===== src/rtl/mem_arbiter_pkg.sv =====
// Shared types and constants for the IF/LS memory task arbiter.
package mem_arbiter_pkg;

  localparam int unsigned ARB_ADDR_W = 32;
  localparam int unsigned ARB_DATA_W = 32;
  localparam int unsigned LEN_W      = 3;

  localparam logic [1:0] LEN_BYTE   = 2'd0;
  localparam logic [1:0] LEN_HALF   = 2'd1;
  localparam logic [1:0] LEN_WORD   = 2'd2;
  localparam int unsigned LEN_SIGNED = 2;

  localparam logic [LEN_W-1:0] IF_LEN_DEF = 3'b010;

  localparam logic GRANT_IF = 1'b0;
  localparam logic GRANT_LS = 1'b1;

  typedef enum logic [1:0] {
    ST_IDLE    = 2'd0,
    ST_BUSY_IF = 2'd1,
    ST_BUSY_LS = 2'd2
  } state_t;

endpackage


===== src/rtl/mem_arbiter_if.sv =====
// Requester (IF, LS) and memory-controller task signals seen by the arbiter.
interface mem_arbiter_if
  import mem_arbiter_pkg::*;
#(
  parameter int unsigned ADDR_W = ARB_ADDR_W,
  parameter int unsigned DATA_W = ARB_DATA_W
) ();

  logic              if_req;
  logic [ADDR_W-1:0] if_addr;
  logic              if_done;
  logic [DATA_W-1:0] if_data;

  logic              ls_req;
  logic              ls_write;
  logic [ADDR_W-1:0] ls_addr;
  logic [LEN_W-1:0]  ls_len;
  logic [DATA_W-1:0] ls_wdata;
  logic              ls_done;
  logic [DATA_W-1:0] ls_rdata;

  logic              mem_valid;
  logic              mem_write;
  logic [ADDR_W-1:0] mem_addr;
  logic [LEN_W-1:0]  mem_len;
  logic [DATA_W-1:0] mem_wdata;
  logic              mem_ready;
  logic [DATA_W-1:0] mem_result;

  // Arbiter side
  modport slave (
    input  if_req, if_addr, ls_req, ls_write, ls_addr, ls_len, ls_wdata,
           mem_ready, mem_result,
    output if_done, if_data, ls_done, ls_rdata,
           mem_valid, mem_write, mem_addr, mem_len, mem_wdata
  );

  // Requesters and memory controller side
  modport master (
    output if_req, if_addr, ls_req, ls_write, ls_addr, ls_len, ls_wdata,
           mem_ready, mem_result,
    input  if_done, if_data, ls_done, ls_rdata,
           mem_valid, mem_write, mem_addr, mem_len, mem_wdata
  );

endinterface


===== src/rtl/mem_arbiter_rr_picker2.sv =====
// Two-way round-robin pick: req[0]=IF, req[1]=LS; a tie goes to the one not granted last.
module mem_arbiter_rr_picker2
  import mem_arbiter_pkg::*;
(
  input  logic [1:0] req,
  input  logic       last_grant,
  output logic       any_c,
  output logic       pick_c
);

  always_comb begin
    any_c  = |req;
    pick_c = GRANT_IF;
    if (req[1] && (!req[0] || (last_grant == GRANT_IF))) pick_c = GRANT_LS;
  end

endmodule


===== src/rtl/mem_arbiter.sv =====
// Shares the byte-serial memory task port between instruction fetch and the load/store buffer.
module mem_arbiter
  import mem_arbiter_pkg::*;
#(
  parameter int unsigned      ADDR_W = ARB_ADDR_W,
  parameter int unsigned      DATA_W = ARB_DATA_W,
  parameter logic [LEN_W-1:0] IF_LEN = IF_LEN_DEF
) (
  input  logic         clk_in,
  input  logic         rst_in,
  input  logic         rdy_in,
  input  logic         flush_in,
  mem_arbiter_if.slave bus
);

  state_t            state_q, state_d;
  logic              last_grant_q, last_grant_d;
  logic              cancel_q, cancel_d;
  logic              mem_valid_q, mem_valid_d;
  logic              mem_write_q, mem_write_d;
  logic [ADDR_W-1:0] mem_addr_q, mem_addr_d;
  logic [LEN_W-1:0]  mem_len_q, mem_len_d;
  logic [DATA_W-1:0] mem_wdata_q, mem_wdata_d;
  logic              if_done_q, if_done_d;
  logic [DATA_W-1:0] if_data_q, if_data_d;
  logic              ls_done_q, ls_done_d;
  logic [DATA_W-1:0] ls_rdata_q, ls_rdata_d;

  logic any_req_c, pick_c, grant_c, kill_c;

  function automatic logic [DATA_W-1:0] load_extend(input logic [DATA_W-1:0] r,
                                                    input logic [LEN_W-1:0]  len);
    logic sgn;
    sgn = len[LEN_SIGNED];
    case (len[1:0])
      LEN_BYTE: load_extend = {{(DATA_W-8){sgn & r[7]}}, r[7:0]};
      LEN_HALF: load_extend = {{(DATA_W-16){sgn & r[15]}}, r[15:0]};
      LEN_WORD: load_extend = r;
      default:  load_extend = r;
    endcase
  endfunction

  mem_arbiter_rr_picker2 u_picker (
    .req        ({bus.ls_req, bus.if_req}),
    .last_grant (last_grant_q),
    .any_c      (any_req_c),
    .pick_c     (pick_c)
  );

  assign grant_c = (state_q == ST_IDLE) && !flush_in && any_req_c;
  // A read is dropped if flushed earlier or in its own ready cycle; stores always commit.
  assign kill_c  = cancel_q | (flush_in & ~mem_write_q);

  always_ff @(posedge clk_in) begin
    if (rst_in)      state_q <= ST_IDLE;
    else if (rdy_in) state_q <= state_d;
  end

  always_comb begin
    state_d = state_q;
    case (state_q)
      ST_IDLE:    if (grant_c) state_d = (pick_c == GRANT_LS) ? ST_BUSY_LS : ST_BUSY_IF;
      ST_BUSY_IF,
      ST_BUSY_LS: if (bus.mem_ready) state_d = ST_IDLE;
      default:    state_d = ST_IDLE;
    endcase
  end

  always_comb begin
    last_grant_d = last_grant_q;
    cancel_d     = cancel_q;
    mem_valid_d  = mem_valid_q;
    mem_write_d  = mem_write_q;
    mem_addr_d   = mem_addr_q;
    mem_len_d    = mem_len_q;
    mem_wdata_d  = mem_wdata_q;
    if_done_d    = 1'b0;
    if_data_d    = if_data_q;
    ls_done_d    = 1'b0;
    ls_rdata_d   = ls_rdata_q;

    if (grant_c) begin
      mem_valid_d = 1'b1;
      if (pick_c == GRANT_LS) begin
        mem_write_d = bus.ls_write;
        mem_addr_d  = bus.ls_addr;
        mem_len_d   = bus.ls_len;
        mem_wdata_d = bus.ls_wdata;
      end else begin
        mem_write_d = 1'b0;
        mem_addr_d  = bus.if_addr;
        mem_len_d   = IF_LEN;
        mem_wdata_d = '0;
      end
    end else if (state_q != ST_IDLE) begin
      if (bus.mem_ready) begin
        mem_valid_d  = 1'b0;
        cancel_d     = 1'b0;
        last_grant_d = (state_q == ST_BUSY_LS) ? GRANT_LS : GRANT_IF;
        if (!kill_c) begin
          if (state_q == ST_BUSY_IF) begin
            if_done_d = 1'b1;
            if_data_d = bus.mem_result;
          end else begin
            ls_done_d = 1'b1;
            if (!mem_write_q) ls_rdata_d = load_extend(bus.mem_result, mem_len_q);
          end
        end
      end else if (flush_in && !mem_write_q) begin
        cancel_d = 1'b1;
      end
    end
  end

  always_ff @(posedge clk_in) begin
    if (rst_in) begin
      last_grant_q <= GRANT_IF;
      cancel_q     <= 1'b0;
      mem_valid_q  <= 1'b0;
      mem_write_q  <= 1'b0;
      mem_addr_q   <= '0;
      mem_len_q    <= '0;
      mem_wdata_q  <= '0;
      if_done_q    <= 1'b0;
      if_data_q    <= '0;
      ls_done_q    <= 1'b0;
      ls_rdata_q   <= '0;
    end else if (rdy_in) begin
      last_grant_q <= last_grant_d;
      cancel_q     <= cancel_d;
      mem_valid_q  <= mem_valid_d;
      mem_write_q  <= mem_write_d;
      mem_addr_q   <= mem_addr_d;
      mem_len_q    <= mem_len_d;
      mem_wdata_q  <= mem_wdata_d;
      if_done_q    <= if_done_d;
      if_data_q    <= if_data_d;
      ls_done_q    <= ls_done_d;
      ls_rdata_q   <= ls_rdata_d;
    end
  end

  assign bus.mem_valid = mem_valid_q;
  assign bus.mem_write = mem_write_q;
  assign bus.mem_addr  = mem_addr_q;
  assign bus.mem_len   = mem_len_q;
  assign bus.mem_wdata = mem_wdata_q;
  assign bus.if_done   = if_done_q;
  assign bus.if_data   = if_data_q;
  assign bus.ls_done   = ls_done_q;
  assign bus.ls_rdata  = ls_rdata_q;

endmodule

===== src/flat_wrapper.sv =====
// flat-port wrapper written by rule: the top's interface ports become plain ports
module mem_arbiter_flat import mem_arbiter_pkg::*;
#(
  parameter int unsigned      ADDR_W = ARB_ADDR_W,
  parameter int unsigned      DATA_W = ARB_DATA_W,
  parameter logic [LEN_W-1:0] IF_LEN = IF_LEN_DEF
)
  (clk_in, rst_in, rdy_in, flush_in, bus_if_req, bus_if_addr, bus_ls_req, bus_ls_write, bus_ls_addr, bus_ls_len, bus_ls_wdata, bus_mem_ready, bus_mem_result, bus_if_done, bus_if_data, bus_ls_done, bus_ls_rdata, bus_mem_valid, bus_mem_write, bus_mem_addr, bus_mem_len, bus_mem_wdata);
  mem_arbiter_if #(.ADDR_W(ADDR_W), .DATA_W(DATA_W)) bus_i ();
  input  logic clk_in;
  input  logic rst_in;
  input  logic rdy_in;
  input  logic flush_in;
  input wire logic [$bits(bus_i.if_req)-1:0] bus_if_req;
  input wire logic [$bits(bus_i.if_addr)-1:0] bus_if_addr;
  input wire logic [$bits(bus_i.ls_req)-1:0] bus_ls_req;
  input wire logic [$bits(bus_i.ls_write)-1:0] bus_ls_write;
  input wire logic [$bits(bus_i.ls_addr)-1:0] bus_ls_addr;
  input wire logic [$bits(bus_i.ls_len)-1:0] bus_ls_len;
  input wire logic [$bits(bus_i.ls_wdata)-1:0] bus_ls_wdata;
  input wire logic [$bits(bus_i.mem_ready)-1:0] bus_mem_ready;
  input wire logic [$bits(bus_i.mem_result)-1:0] bus_mem_result;
  output wire logic [$bits(bus_i.if_done)-1:0] bus_if_done;
  output wire logic [$bits(bus_i.if_data)-1:0] bus_if_data;
  output wire logic [$bits(bus_i.ls_done)-1:0] bus_ls_done;
  output wire logic [$bits(bus_i.ls_rdata)-1:0] bus_ls_rdata;
  output wire logic [$bits(bus_i.mem_valid)-1:0] bus_mem_valid;
  output wire logic [$bits(bus_i.mem_write)-1:0] bus_mem_write;
  output wire logic [$bits(bus_i.mem_addr)-1:0] bus_mem_addr;
  output wire logic [$bits(bus_i.mem_len)-1:0] bus_mem_len;
  output wire logic [$bits(bus_i.mem_wdata)-1:0] bus_mem_wdata;
  assign bus_i.if_req = bus_if_req;
  assign bus_i.if_addr = bus_if_addr;
  assign bus_i.ls_req = bus_ls_req;
  assign bus_i.ls_write = bus_ls_write;
  assign bus_i.ls_addr = bus_ls_addr;
  assign bus_i.ls_len = bus_ls_len;
  assign bus_i.ls_wdata = bus_ls_wdata;
  assign bus_i.mem_ready = bus_mem_ready;
  assign bus_i.mem_result = bus_mem_result;
  assign bus_if_done = bus_i.if_done;
  assign bus_if_data = bus_i.if_data;
  assign bus_ls_done = bus_i.ls_done;
  assign bus_ls_rdata = bus_i.ls_rdata;
  assign bus_mem_valid = bus_i.mem_valid;
  assign bus_mem_write = bus_i.mem_write;
  assign bus_mem_addr = bus_i.mem_addr;
  assign bus_mem_len = bus_i.mem_len;
  assign bus_mem_wdata = bus_i.mem_wdata;
  mem_arbiter #(.ADDR_W(ADDR_W), .DATA_W(DATA_W), .IF_LEN(IF_LEN)) u_core (.clk_in(clk_in), .rst_in(rst_in), .rdy_in(rdy_in), .flush_in(flush_in), .bus(bus_i));
endmodule

===== config.mk =====
export PLATFORM = sky130hd
export DESIGN_NAME = mem_arbiter_flat
export DESIGN_NICKNAME = d
export VERILOG_FILES = /design/src/rtl/mem_arbiter_pkg.sv /design/src/rtl/mem_arbiter_if.sv /design/src/rtl/mem_arbiter_rr_picker2.sv /design/src/rtl/mem_arbiter.sv /design/src/flat_wrapper.sv
export SDC_FILE = /design/constraint.sdc
export NUM_CORES = 1
export LEC_CHECK = 0
export CAP_MARGIN = 20
export CORE_ASPECT_RATIO = 1.1
export CORE_MARGIN = 1
export CORE_UTILIZATION = 30
export CTS_BUF_LIST = sky130_fd_sc_hd__clkbuf_8 sky130_fd_sc_hd__clkbuf_16
export CTS_CLUSTER_SIZE = 10
export DETAILED_ROUTE_END_ITERATION = 6
export SYNTH_ARGS = -nofsm -noshare
export SYNTH_HDL_FRONTEND = slang
export SYNTH_SLANG_ARGS = --single-unit

===== constraint.sdc =====
create_clock -name clk_in -period 3.35 [get_ports clk_in]
set_input_delay 1.005 -clock clk_in [delete_from_list [all_inputs] [get_ports clk_in]]
set_output_delay 1.005 -clock clk_in [all_outputs]
set_load 0.01 [all_outputs]

# [Yosys cells after proc, flatten, opt, wreduce, memory -nomap -nowiden]
# Cells that the tools add are included.
[totals] register_bits=139 input_bits=139 output_inout_bits=135
[op_classes] n_eq_ne=5 muxes=26 n_bitwise=9 n_reduce_logical=23
[ops] op="$mux W32" n=2
[ops] op="$pmux W32 S2" n=1
[ops] op="$mux W1" n=18
[ops] op="$reduce_and A4 Y1" n=2
[ops] op="$reduce_bool A2 Y1" n=4
[ops] op="$reduce_and A7 Y1" n=1
[ops] op="$mux W2" n=3
[ops] op="$reduce_and A3 Y1" n=2
[ops] op="$reduce_and A6 Y1" n=1
[ops] op="$not A1 Y1" n=5
[ops] op="$eq A2 B1 Y1 const B" n=2
[ops] op="$logic_and A1 B1 Y1" n=4
[ops] op="$logic_not A2 Y1" n=2
[ops] op="$pmux W2 S2" n=1
[ops] op="$reduce_or A2 Y1" n=2
[ops] op="$and A1 B1 Y1" n=3
[ops] op="$logic_not A1 Y1" n=3
[ops] op="$mux W3" n=1
[ops] op="$eq A2 B2 Y1 const B" n=1
[ops] op="$ne A2 B1 Y1 const B" n=1
[ops] op="$ne A2 B2 Y1 const B" n=1
[ops] op="$reduce_and A2 Y1" n=1
[ops] op="$logic_or A1 B1 Y1" n=1
[ops] op="$or A1 B1 Y1" n=1

# [Logic depth before layout (Yosys ltp)]
# Gate-level depths: netlist of run 1.
[depth] ltp_word=7 mapped_depth=7

# [Cells and area by module]
# Synthesis of run 1 repeated with hierarchy kept, for this count alone.
[unflattened] hier_cells=524 hier_area_um2=5282.6
[modules_own_cells] module="mem_arbiter" instances=1 cells_per_inst=522 area_per_inst_um2=5268.8 seq_area_each_um2=2782.7
[modules_own_cells] module="mem_arbiter_rr_picker2" instances=1 cells_per_inst=2 area_per_inst_um2=13.8 seq_area_each_um2=0.0

# [Worst setup path before layout of run 1]
# No wires, ideal clock.
[synth_path] path_kind="input-to-reg" start="input rdy_in" end="register u_core.ls_rdata_q[26], in the netlist u_core.bus.ls_rdata[26]" setup_ns=0.134 arrival_ns=2.262 required_ns=3.216 setup_slack_ns=0.954 stages=6 path_buffers=2 path_cell_list="buf_4 -> nand3b_4 -> or4_4 -> nor3_4 -> buf_4 -> a211oi_1"
[synth_via] elab_chain_cells=1
[synth_lines] item="start: declaration" line="flat_wrapper.sv:12" rtl="input logic rdy_in;"
[synth_lines] item="$reduce_and A7 Y1 (no line)"
[synth_lines] item="end signal: assignment" line="mem_arbiter.sv:139" rtl="ls_rdata_q <= ls_rdata_d;"
[synth_lines] item="end: declaration" line="mem_arbiter.sv:27" rtl="logic [DATA_W-1:0] ls_rdata_q, ls_rdata_d;"
# Every way passes these cells.
# A chain may end at the register's enable or synchronous reset.

# [Final worst setup path of run 1]
[layout_path] start="register u_core.mem_len_q[0], in the netlist u_core.bus.mem_len[0]" end="output bus_mem_len[0]"
[layout_lines] item="start: declaration" line="mem_arbiter.sv:22" rtl="logic [LEN_W-1:0] mem_len_q, mem_len_d;"
[layout_lines] item="start signal: assignment" line="mem_arbiter.sv:134" rtl="mem_len_q <= mem_len_d;"
[layout_lines] item="end: declaration" line="flat_wrapper.sv:30" rtl="output wire logic [$bits(bus_i.mem_len)-1:0] bus_mem_len;"
# No word-level cell between the ends.

==> results of run 1 <==
[worst paths after layout]
kind,endpoint
max,bus_mem_len[0]
min,u_core.bus.mem_wdata[29]
max reg2reg,u_core.bus.ls_rdata[28]
min reg2reg,u_core.bus.mem_wdata[29]
[worst register-to-register path, cell delays in order, from the launching register on]
cell	delay [ns]
dfxtp_1	0.33
inv_1	0.07
ha_1	0.32
nand3b_4	0.23
or4_4	0.60
nor3_4	0.20
buf_4	0.24
a211oi_1	0.11
[power groups by stage]
stage,Clock [W],Sequential [W],Combinational [W]
after global routing,0.00204,0.00175,0.000639
final,0.00192,0.00174,0.000586
after detailed placement,0,0.00178,0.000592
after floorplan,0,0.00180,0.000217
after global placement,0,0.00177,0.000591
after CTS,0.00197,0.00174,0.000594
[per-stage QoR]
| step | util (%) | setup slack, ns | hold slack, ns |
|---|---|---|---|
| after floorplan | - | 0.9543 | 0.4366 |
| after global placement | 46.86 | 0.3646 | 0.4395 |
| after detailed placement | 46.86 | 0.3257 | 0.4496 |
| after CTS | 50.10 | 0.7142 | 0.4591 |
| after global routing | 50.10 | 0.6488 | 0.4886 |
| final | 50.10 | 0.7301 | 0.4526 |
[layer usage]
layer | vias up | track usage, %
met2 | 201 | 31.61
met4 | 0 | 4.483
met3 | 10 | 6.792
met1 | 2403 | 22.80
met5 | - | 0
li1 | 2657 | -
[kinds of logic after synthesis]
group | after synthesis | synth area share, %
buffers and inverters | 58 | 4.528
flip-flops | 139 | 49.61
multiplexers | 33 | 5.889
adder cells (fa/ha/maj) | 3 | 0.6693
AO/OA/AOI/OAI | 150 | 19.18
AND/OR/NAND/NOR | 224 | 20.12
[state kept, by name, summed over array words and instances (netlist names)]
signal / flops
u_core.bus.mem_wdata: 32
u_core.bus.mem_write: 1
u_core.bus.mem_valid: 1
u_core.bus.mem_addr: 32
u_core.bus.mem_len: 3
u_core.bus.if_done: 1
u_core.bus.ls_rdata: 32
u_core.last_grant_q: 1
u_core.bus.if_data: 32
u_core.cancel_q: 1
u_core.state_q: 2
u_core.bus.ls_done: 1
[cell usage in the layout (no fill, tap or decap), types with 2 or more instances in the layout]
master / count
nor3_4: 2
or4_1: 2
ha_1: 3
nand3_1: 12
clkinvlp_4: 3
a211oi_1: 16
inv_1: 6
nor3_1: 3
nand4_1: 2
a22o_1: 33
nor2b_1: 2
nor3b_1: 2
a21oi_1: 39
clkinv_2: 2
mux2i_1: 33
buf_4: 14
bufinv_16: 3
o31ai_1: 2
buf_12: 3
nand2b_1: 66
nor2_1: 36
inv_6: 3
clkinv_4: 2
clkdlybuf4s50_1: 272
a311oi_1: 40
nand2_1: 87
o21ai_0: 17
dfxtp_1: 139
clkbuf_16: 17
[cell type report]
class	instances	area (µm²)
Clock buffer	17	425.4
Clock inverter	14	170.2
Fill cell	1774	9155
Inverter	5	18.77
Multi-Input combinational cell	410	2604
Sequential cell	139	2783
Tap cell	243	304.0
Timing Repair Buffer	289	2888
==> flow_summary_export.csv, run 1 <==
group,metric,value,unit
clock_tree,cts.sinks,139,
clock_tree,post-cts-setup-buffers,0,
critical_path,r2r_cells,7,
floorplanning,placementRows,52,
drt,drtIter0Drc,278,
drt,dr.pass1.iters,4,
clock_tree,clock_latency,0.41,ns
power_and_ir_drop,p_leak,3.260,nW
placed_design,postPlaceCellArea,0.008597,mm²
clock_tree,cts_buffers,17,
power_and_ir_drop,peakVddDrop,0.3438,mV
synthesis,async_flop_share,0,%
synthesis,yosysMostFrequentCell,"dfxtp_1",
sta,rsz0062_at_grt,"no",
global_routing,grt_util_all_layers,18.81,%
sta,timing.final.hold_violations,0,
critical_path,cpLargestDelayFamily,"buffers and inverters",
drt,postRouteAntennaNets,0,
synthesis,synth.distinct_cells,36,
critical_path,arrival,1.61,ns
critical_path,critical_path.cell_chain,"clkdlybuf4s50_1",
drt,viasPerCell,4.719,
power_and_ir_drop,switchingPower,0.001035,W
global_routing,antenna_found_initial,0,
synthesis,ys_top_cells_by_count,"139 x dfxtp_1, 87 x nand2_1, 66 x nand2b_1",
synthesis,synth_area_leaders,"dfxtp_1 50%, nand2b_1 7.4%, a311oi_1 6.2%",
final_layout,antenna_cells,0,
worst_hold_path,min_path_type,"reg2reg",
power_and_ir_drop,p_comb_share,13.8,%
sta,final-setup-viol-count,0,
outcome,status,"completed",
power_and_ir_drop,clkPwrFrac,45.2,%
clock_tree,cts_tree,"built",
clock_tree,hold_buffers,0,
floorplanning,start_util,30.57,%
synthesis,synth_top_cell_area_share,49.61,%
drt,met1Wirelength,7.651,mm
sta,fmax,0.3817,GHz
clock_tree,htreeDepth,4,
synthesis,yosysWarnings,0,
synthesis,synthesis.nets,749,
final_layout,drive_gt1_share,6.522,%
clock_tree,clk_pin_slew,0.06,ns
critical_path,worstSetupEndpointType,"output pin",
global_routing,grt_max_degree,68,
critical_path,timing.rr.start,"u_core.state_q[0]",
synthesis,ys_seq_area_share,49.61,%
placed_design,io_buffers,273,
critical_path,cp.depth,1,
floorplanning,dieArea,0.01925,mm²
drt,routed_wl,17.89,mm
floorplanning,dieWidth,132.4,µm
power_and_ir_drop,seqPwrFrac,41.0,%
synthesis,synth-seq-cells,139,
sta,post-route-min-period,2.620,ns
critical_path,critical_path.max_fanout,12,
clock_tree,cts_max_path_buffers,2,
sta,skew,0.009006,ns
synthesis,syn_inst,607,
power_and_ir_drop,p_sw_share,24.41,%
drt,wl_per_cell,16.02,µm
sta,period_share,78.21,%
synthesis,ys.flop_type,"dfxtp_1",
synthesis,post-synth-top-area-cell,"dfxtp_1",
synthesis,netlist_area,0.005609,mm²
final_layout,stdcell_count,1117,
critical_path,r2r_slack,1.12,ns
worst_hold_path,worstHoldStart,"u_core.bus.mem_wdata[29]",
drt,wl_met3,1.384,mm
critical_path,cp-startpoint,"u_core.bus.mem_len[0]",
placed_design,placed_cells,1086,
power_and_ir_drop,powerDensity,461.4,mW/mm²
placed_design,routabilityCongestion,0.7527,
final_layout,fin_area,0.009193,mm²
placed_design,dp_hpwl,12.59,mm
critical_path,path_buf_inv,1,
global_routing,grt_overflow,0,
global_routing,grt_pass1_wl,28.46,mm
sta,fin_tns_setup,0,ns
run,cap_violations,0,
critical_path,start_kind,"flop",
synthesis,synth_edf_count,0,
sta,worst_slew_pin_slew,0.6289,ns
final_layout,syn_to_final_growth,63.89,%
clock_tree,root_buffer,"clkbuf_16",
critical_path,required,2.34,ns
critical_path,crit_type,"reg2out",
floorplanning,pin_count,274,
floorplanning,core,0.01835,mm²
drt,met2_length,8.699,mm
sta,final_max_slew_viol_count,0,
critical_path,cp_slowest_stage_delay,0.64,ns
final_layout,nets,1004,
power_and_ir_drop,power.total,0.004241,W
global_routing,first_global_vias,5149,
sta,relSlewSlack,57.95,%
drt,highest_layer,"met4",
synthesis,syn_area_per_cell,9.241,µm²
power_and_ir_drop,p_int,0.003206,W
worst_hold_path,worstHoldPathCells,2,
floorplanning,dieHeight,145.4,µm
critical_path,cpMaxStageDelayCell,"clkdlybuf4s50_1",
drt,drc_errors,0,
clock_tree,cts_resized,0,
drt,vias,5271,
Note: power is estimated with default switching activity, not from simulation.
==> run 2: changes to the inputs <==
clock period = 2.3 ns   (was 3.35 ns; I/O delays follow)
==> run 2 against run 1 <==
  * Core utilization rose by 1.5 points
  * First-iteration DRC count down 13%
  * Count of clock-buffer cells in the layout is 2 higher
  * Highest routed layer unchanged
==> flow_summary_export.csv, run 2 (synthesis gave the netlist of run 1 again) <==
group,metric,value,unit
outcome,status,"completed",
critical_path,required,1.61,ns
drt,dr.pass1.iters,4,
final_layout,layout_common_cells,"272 x clkdlybuf4s50_1, 139 x dfxtp_1, 87 x nand2_1",
global_routing,grt_pass1_wl,28.90,mm
critical_path,crit_type,"reg2out",
critical_path,start_kind,"flop",
final_layout,antenna_cells,0,
floorplanning,core,0.01835,mm²
critical_path,path_buf_inv,1,
run,cap_violations,0,
clock_tree,clock_latency,0.41,ns
final_layout,drive_gt1_share,8.919,%
sta,final-setup-viol-count,0,
drt,vias,5413,
clock_tree,post-cts-setup-buffers,0,
clock_tree,clk_pin_slew,0.06,ns
sta,rsz0062_at_grt,"no",
sta,skew,0.005270,ns
sta,relSlewSlack,69.99,%
critical_path,cpMaxStageDelayCell,"clkdlybuf4s50_1",
worst_hold_path,worstHoldStart,"u_core.bus.mem_valid",
sta,final_max_slew_viol_count,0,
final_layout,nets,1027,
global_routing,first_global_vias,5348,
sta,fmax,0.4589,GHz
sta,worst_slew_pin_slew,0.4502,ns
drt,wl_per_cell,15.87,µm
critical_path,worstSetupEndpointType,"output pin",
critical_path,critical_path.cell_chain,"clkdlybuf4s50_1",
placed_design,pre_cts_ws,-0.1970,ns
final_layout,nFillCells,1743,
power_and_ir_drop,p_leak,3.406,nW
clock_tree,cts_buffers,17,
drt,postRouteAntennaNets,0,
global_routing,grt_util_all_layers,19.22,%
floorplanning,pin_count,274,
worst_hold_path,worstHoldPathCells,2,
sta,fin_tns_setup,0,ns
sta,timing.final.hold_violations,0,
sta,period_share,94.75,%
global_routing,grt_overflow,0,
drt,viasPerCell,4.748,
critical_path,cp-startpoint,"u_core.bus.mem_write",
floorplanning,placementRows,52,
clock_tree,cts_tree,"built",
floorplanning,dieHeight,145.4,µm
critical_path,cp.depth,1,
clock_tree,cts.sinks,139,
critical_path,arrival,1.49,ns
critical_path,cp_slowest_stage_delay,0.63,ns
drt,drtIter0Drc,241,
critical_path,timing.rr.start,"u_core.state_q[0]",
worst_hold_path,min_path_type,"reg2reg",
floorplanning,start_util,30.57,%
clock_tree,htreeDepth,4,
power_and_ir_drop,powerDensity,650.4,mW/mm²
power_and_ir_drop,power.total,0.006160,W
final_layout,syn_to_final_growth,68.86,%
critical_path,critical_path.max_fanout,5,
global_routing,antenna_found_initial,0,
floorplanning,dieArea,0.01925,mm²
placed_design,routabilityCongestion,0.7447,
drt,routed_wl,18.09,mm
power_and_ir_drop,peakVddDrop,0.5209,mV
drt,drc_errors,0,
clock_tree,cts_max_path_buffers,2,
sta,fin_ws,0.1209,ns
clock_tree,root_buffer,"clkbuf_16",
clock_tree,hold_buffers,0,
sta,post-route-min-period,2.179,ns
placed_design,dp_hpwl,12.86,mm
clock_tree,cts_resized,0,
critical_path,cpLargestDelayFamily,"buffers and inverters",
final_layout,layout_commonest_cell,"clkdlybuf4s50_1",
placed_design,io_buffers,273,
floorplanning,dieWidth,132.4,µm
global_routing,grt_max_degree,50,
critical_path,r2r_cells,7,
## run 2: layer usage
layer | track usage (%) | vias up | wire length [µm]
li1 | - | 2706 | -
met1 | 22.30 | 2484 | 7426
met2 | 32.08 | 208 | 8685
met3 | 8.116 | 15 | 1728
met4 | 5.747 | 0 | 246
met5 | 0 | - | 0
## run 2: stage by stage
step / std cells / util [%] / cell area [µm²] / hold WS, ns
after global routing: 1140 / 51.62 / 9472 / 0.4796
final: 1140 / 51.62 / 9472 / 0.4544
after floorplan: 607 / - / 5609 / 0.4366
after global placement: 1109 / 48.48 / 8895 / 0.4384
after detailed placement: 1109 / 48.48 / 8895 / 0.4477
after CTS: 1140 / 51.62 / 9472 / 0.4570
## run 2: power breakdown
| group | internal (W) | switching (W) |
|---|---|---|
| Sequential | 0.00249 | 0.0000425 |
| Combinational | 0.000526 | 0.000391 |
| Clock | 0.00164 | 0.00107 |
| Total | 0.00466 | 0.00150 |
## run 2: cell type report
cell class | instances | area (µm²) | share of cell area [%]
timing repair buffer | 312 | 3186 | 33.63
sequential | 139 | 2783 | 29.38
multi-input combinational | 410 | 2604 | 27.49
clock buffer | 19 | 452.9 | 4.782
tap | 243 | 304.0 | 3.210
clock inverter | 12 | 123.9 | 1.308
inverter | 5 | 18.77 | 0.1982
## run 2: path summary, 6_finish.rpt
check | slack, ns | end
max | 0.12 | bus_mem_write
max reg2reg | 0.37 | u_core.bus.ls_rdata[18]
min | 0.45 | u_core.bus.mem_valid
min reg2reg | 0.45 | u_core.bus.mem_valid
==> run 3: changes to the inputs <==
DONT_BUFFER_PORTS = 1   (was unset)
SLEW_MARGIN = 30   (was unset)
==> run 3 against run 2 <==
  * Clock skew about the same
  * Core utilization down 16 points
  * Die area unchanged
  * Final area fell by 32%
  * Sequential power rose by 2%
  * Routed wire length down 11%
  * Combinational power shrank 58%
  * Power fell by 9.3%
  * Fmax rose by 3.8%
  * Via count decreased by 18%
  * Setup slack gained 0.080 ns
  * Largest cell class is now flip-flops and latches
==> flow_summary_export.csv, run 3 (synthesis gave the netlist of run 1 again) <==
group,metric,value,unit
critical_path,cpLargestDelayFamily,"simple AND/OR/NAND/NOR gates",
sta,final-setup-viol-count,0,
worst_hold_path,worstHoldEndpoint,"u_core.bus.mem_addr[1]",
final_layout,nets,733,
drt,routed_wl,16.15,mm
final_layout,fin_area,0.006449,mm²
global_routing,grt_pass1_wl,24.78,mm
sta,relSlewSlack,67.99,%
global_routing,grt_overflow,0,
critical_path,crit_type,"reg2reg",
global_routing,grt_util_met1,18.11,%
floorplanning,placementRows,52,
clock_tree,cts_max_path_buffers,2,
final_layout,multi_input_area,0.002604,mm²
final_layout,layout_commonest_cell,"dfxtp_1",
floorplanning,dieWidth,132.4,µm
sta,fmax,0.4765,GHz
critical_path,timing.rr.start,"u_core.state_q[0]",
placed_design,routabilityCongestion,0.8404,
clock_tree,clk_pin_slew,0.06,ns
sta,worst_slew_pin_slew,0.4791,ns
final_layout,nFillCells,1859,
sta,post-route-min-period,2.099,ns
floorplanning,core,0.01835,mm²
global_routing,grt_max_degree,142,
placed_design,dp_hpwl,11.39,mm
worst_hold_path,min_path_type,"in2reg",
floorplanning,pin_count,274,
critical_path,timing.rr.end,"u_core.bus.ls_rdata[25]",
sta,period_share,91.25,%
placed_design,postPlaceCellArea,0.005882,mm²
final_layout,drive_gt1_share,9.287,%
power_and_ir_drop,p_leak,2.270,nW
final_layout,layout_common_cells,"139 x dfxtp_1, 87 x nand2_1, 66 x nand2b_1",
drt,dr.pass1.iters,4,
critical_path,arrival,2.38,ns
drt,viasPerCell,5.274,
drt,drc_errors,0,
critical_path,critical_path.cell_chain,"inv_1 > ha_1 > nand3b_4 > or4_4 > nor3_4 > buf_4 > a211oi_1",
critical_path,path_buf_inv,2,
sta,skew,0.005574,ns
clock_tree,cts.sinks,139,
run,cap_violations,0,
drt,wl_per_cell,19.09,µm
critical_path,cp_slowest_stage_delay,0.60,ns
final_layout,antenna_cells,0,
critical_path,required,2.59,ns
final_layout,syn_to_final_growth,14.97,%
outcome,status,"completed",
drt,vias,4462,
floorplanning,dieArea,0.01925,mm²
sta,timing.final.hold_violations,0,
global_routing,antenna_found_initial,0,
sta,fin_tns_setup,0,ns
clock_tree,hold_buffers,0,
worst_hold_path,worstHoldPathCells,1,
power_and_ir_drop,peakVddDrop,0.4987,mV
critical_path,cpMaxStageDelayCell,"or4_4",
critical_path,r2r_cells,7,
critical_path,r2r_slack,0.20,ns
global_routing,met2_usage,28.63,%
global_routing,gr-max-usage-layer,"met2",
critical_path,start_kind,"flop",
worst_hold_path,worstHoldStart,"rst_in",
global_routing,grt_util_all_layers,16.70,%
power_and_ir_drop,powerDensity,866.7,mW/mm²
clock_tree,htreeDepth,4,
global_routing,first_global_vias,4333,
clock_tree,cts_buffers,17,
clock_tree,post-cts-setup-buffers,0,
clock_tree,cts_tree,"built",
floorplanning,dieHeight,145.4,µm
drt,drtIter0Drc,173,
global_routing,met3_usage,7.036,%
placed_design,io_buffers,0,
drt,postRouteAntennaNets,0,
floorplanning,start_util,30.57,%
final_layout,seqCellArea,0.002783,mm²
critical_path,worstSetupEndpointType,"flop",
clock_tree,clock_latency,0.41,ns
sta,final_max_slew_viol_count,0,
clock_tree,cts_resized,0,
clock_tree,root_buffer,"clkbuf_16",
sta,rsz0062_at_grt,"no",
critical_path,critical_path.max_fanout,16,
-- run 3: cell types whose count changed in the layout (fill, tap and decap cells not counted) --
cell | before | now
inv_6 | 1 | 0
clkbuf_8 | 2 | 5
clkdlybuf4s50_1 | 272 | 0
buf_4 | 27 | 15
bufinv_16 | 2 | 1
buf_12 | 13 | 3
inv_1 | 6 | 8
clkinvlp_4 | 3 | 1
clkinv_2 | 4 | 3
-- run 3: layout make-up --
type                       instances  share of cell area [%]
inverter                           5                  0.2910
clock inverter                     9                   1.125
tap                              243                   4.715
sequential                       139                   43.15
clock buffer                      22                   7.664
multi-input combinational        410                   40.38
timing repair buffer              18                   2.678
-- run 3: worst max path at each step --
stage	slack, ns	end	cells after the start	startpoint
after floorplan	0.22	u_core.bus.ls_rdata[26]	6	rdy_in
after global placement	0.25	u_core.bus.mem_wdata[19]	5	bus_if_req
after detailed placement	0.20	u_core.bus.if_data[27]	5	flush_in
after CTS	0.20	u_core.bus.ls_rdata[25]	7	u_core.state_q[0]
after global routing	0.10	u_core.bus.ls_rdata[25]	7	u_core.state_q[0]
final	0.20	u_core.bus.ls_rdata[25]	7	u_core.state_q[0]
-- run 3: metal layers --
layer | share of wire [%] | vias to the layer above
li1 | - | 2115
met1 | 38 | 2101
met2 | 49 | 228
met3 | 10 | 18
met4 | 2.1 | 0
met5 | 0 | -
-- run 3: stage by stage --
| step | hold slack [ns] | util (%) | cells | total power (W) | setup WS (ns) |
|---|---|---|---|---|---|
| global route | 0.3211 | 35.15 | 846 | 0.005839 | 0.1035 |
| finish | 0.3469 | 35.15 | 846 | 0.005589 | 0.2013 |
| floorplan | 0.4366 | - | 607 | 0.002936 | 0.2193 |
| detailed placement | 0.4937 | 32.06 | 815 | 0.003028 | 0.2016 |
| CTS | 0.3296 | 35.15 | 846 | 0.005661 | 0.1960 |
| global placement | 0.4897 | 32.06 | 815 | 0.003007 | 0.2516 |
-- run 3: power breakdown --
part	switching (W)	internal (W)	total (W)	leakage (nW)
clock network	0.00101	0.00161	0.00262	0.292
registers	0.0000981	0.00249	0.00259	1.13
logic	0.000226	0.000156	0.000382	0.852
total	0.00133	0.00426	0.00559	2.27
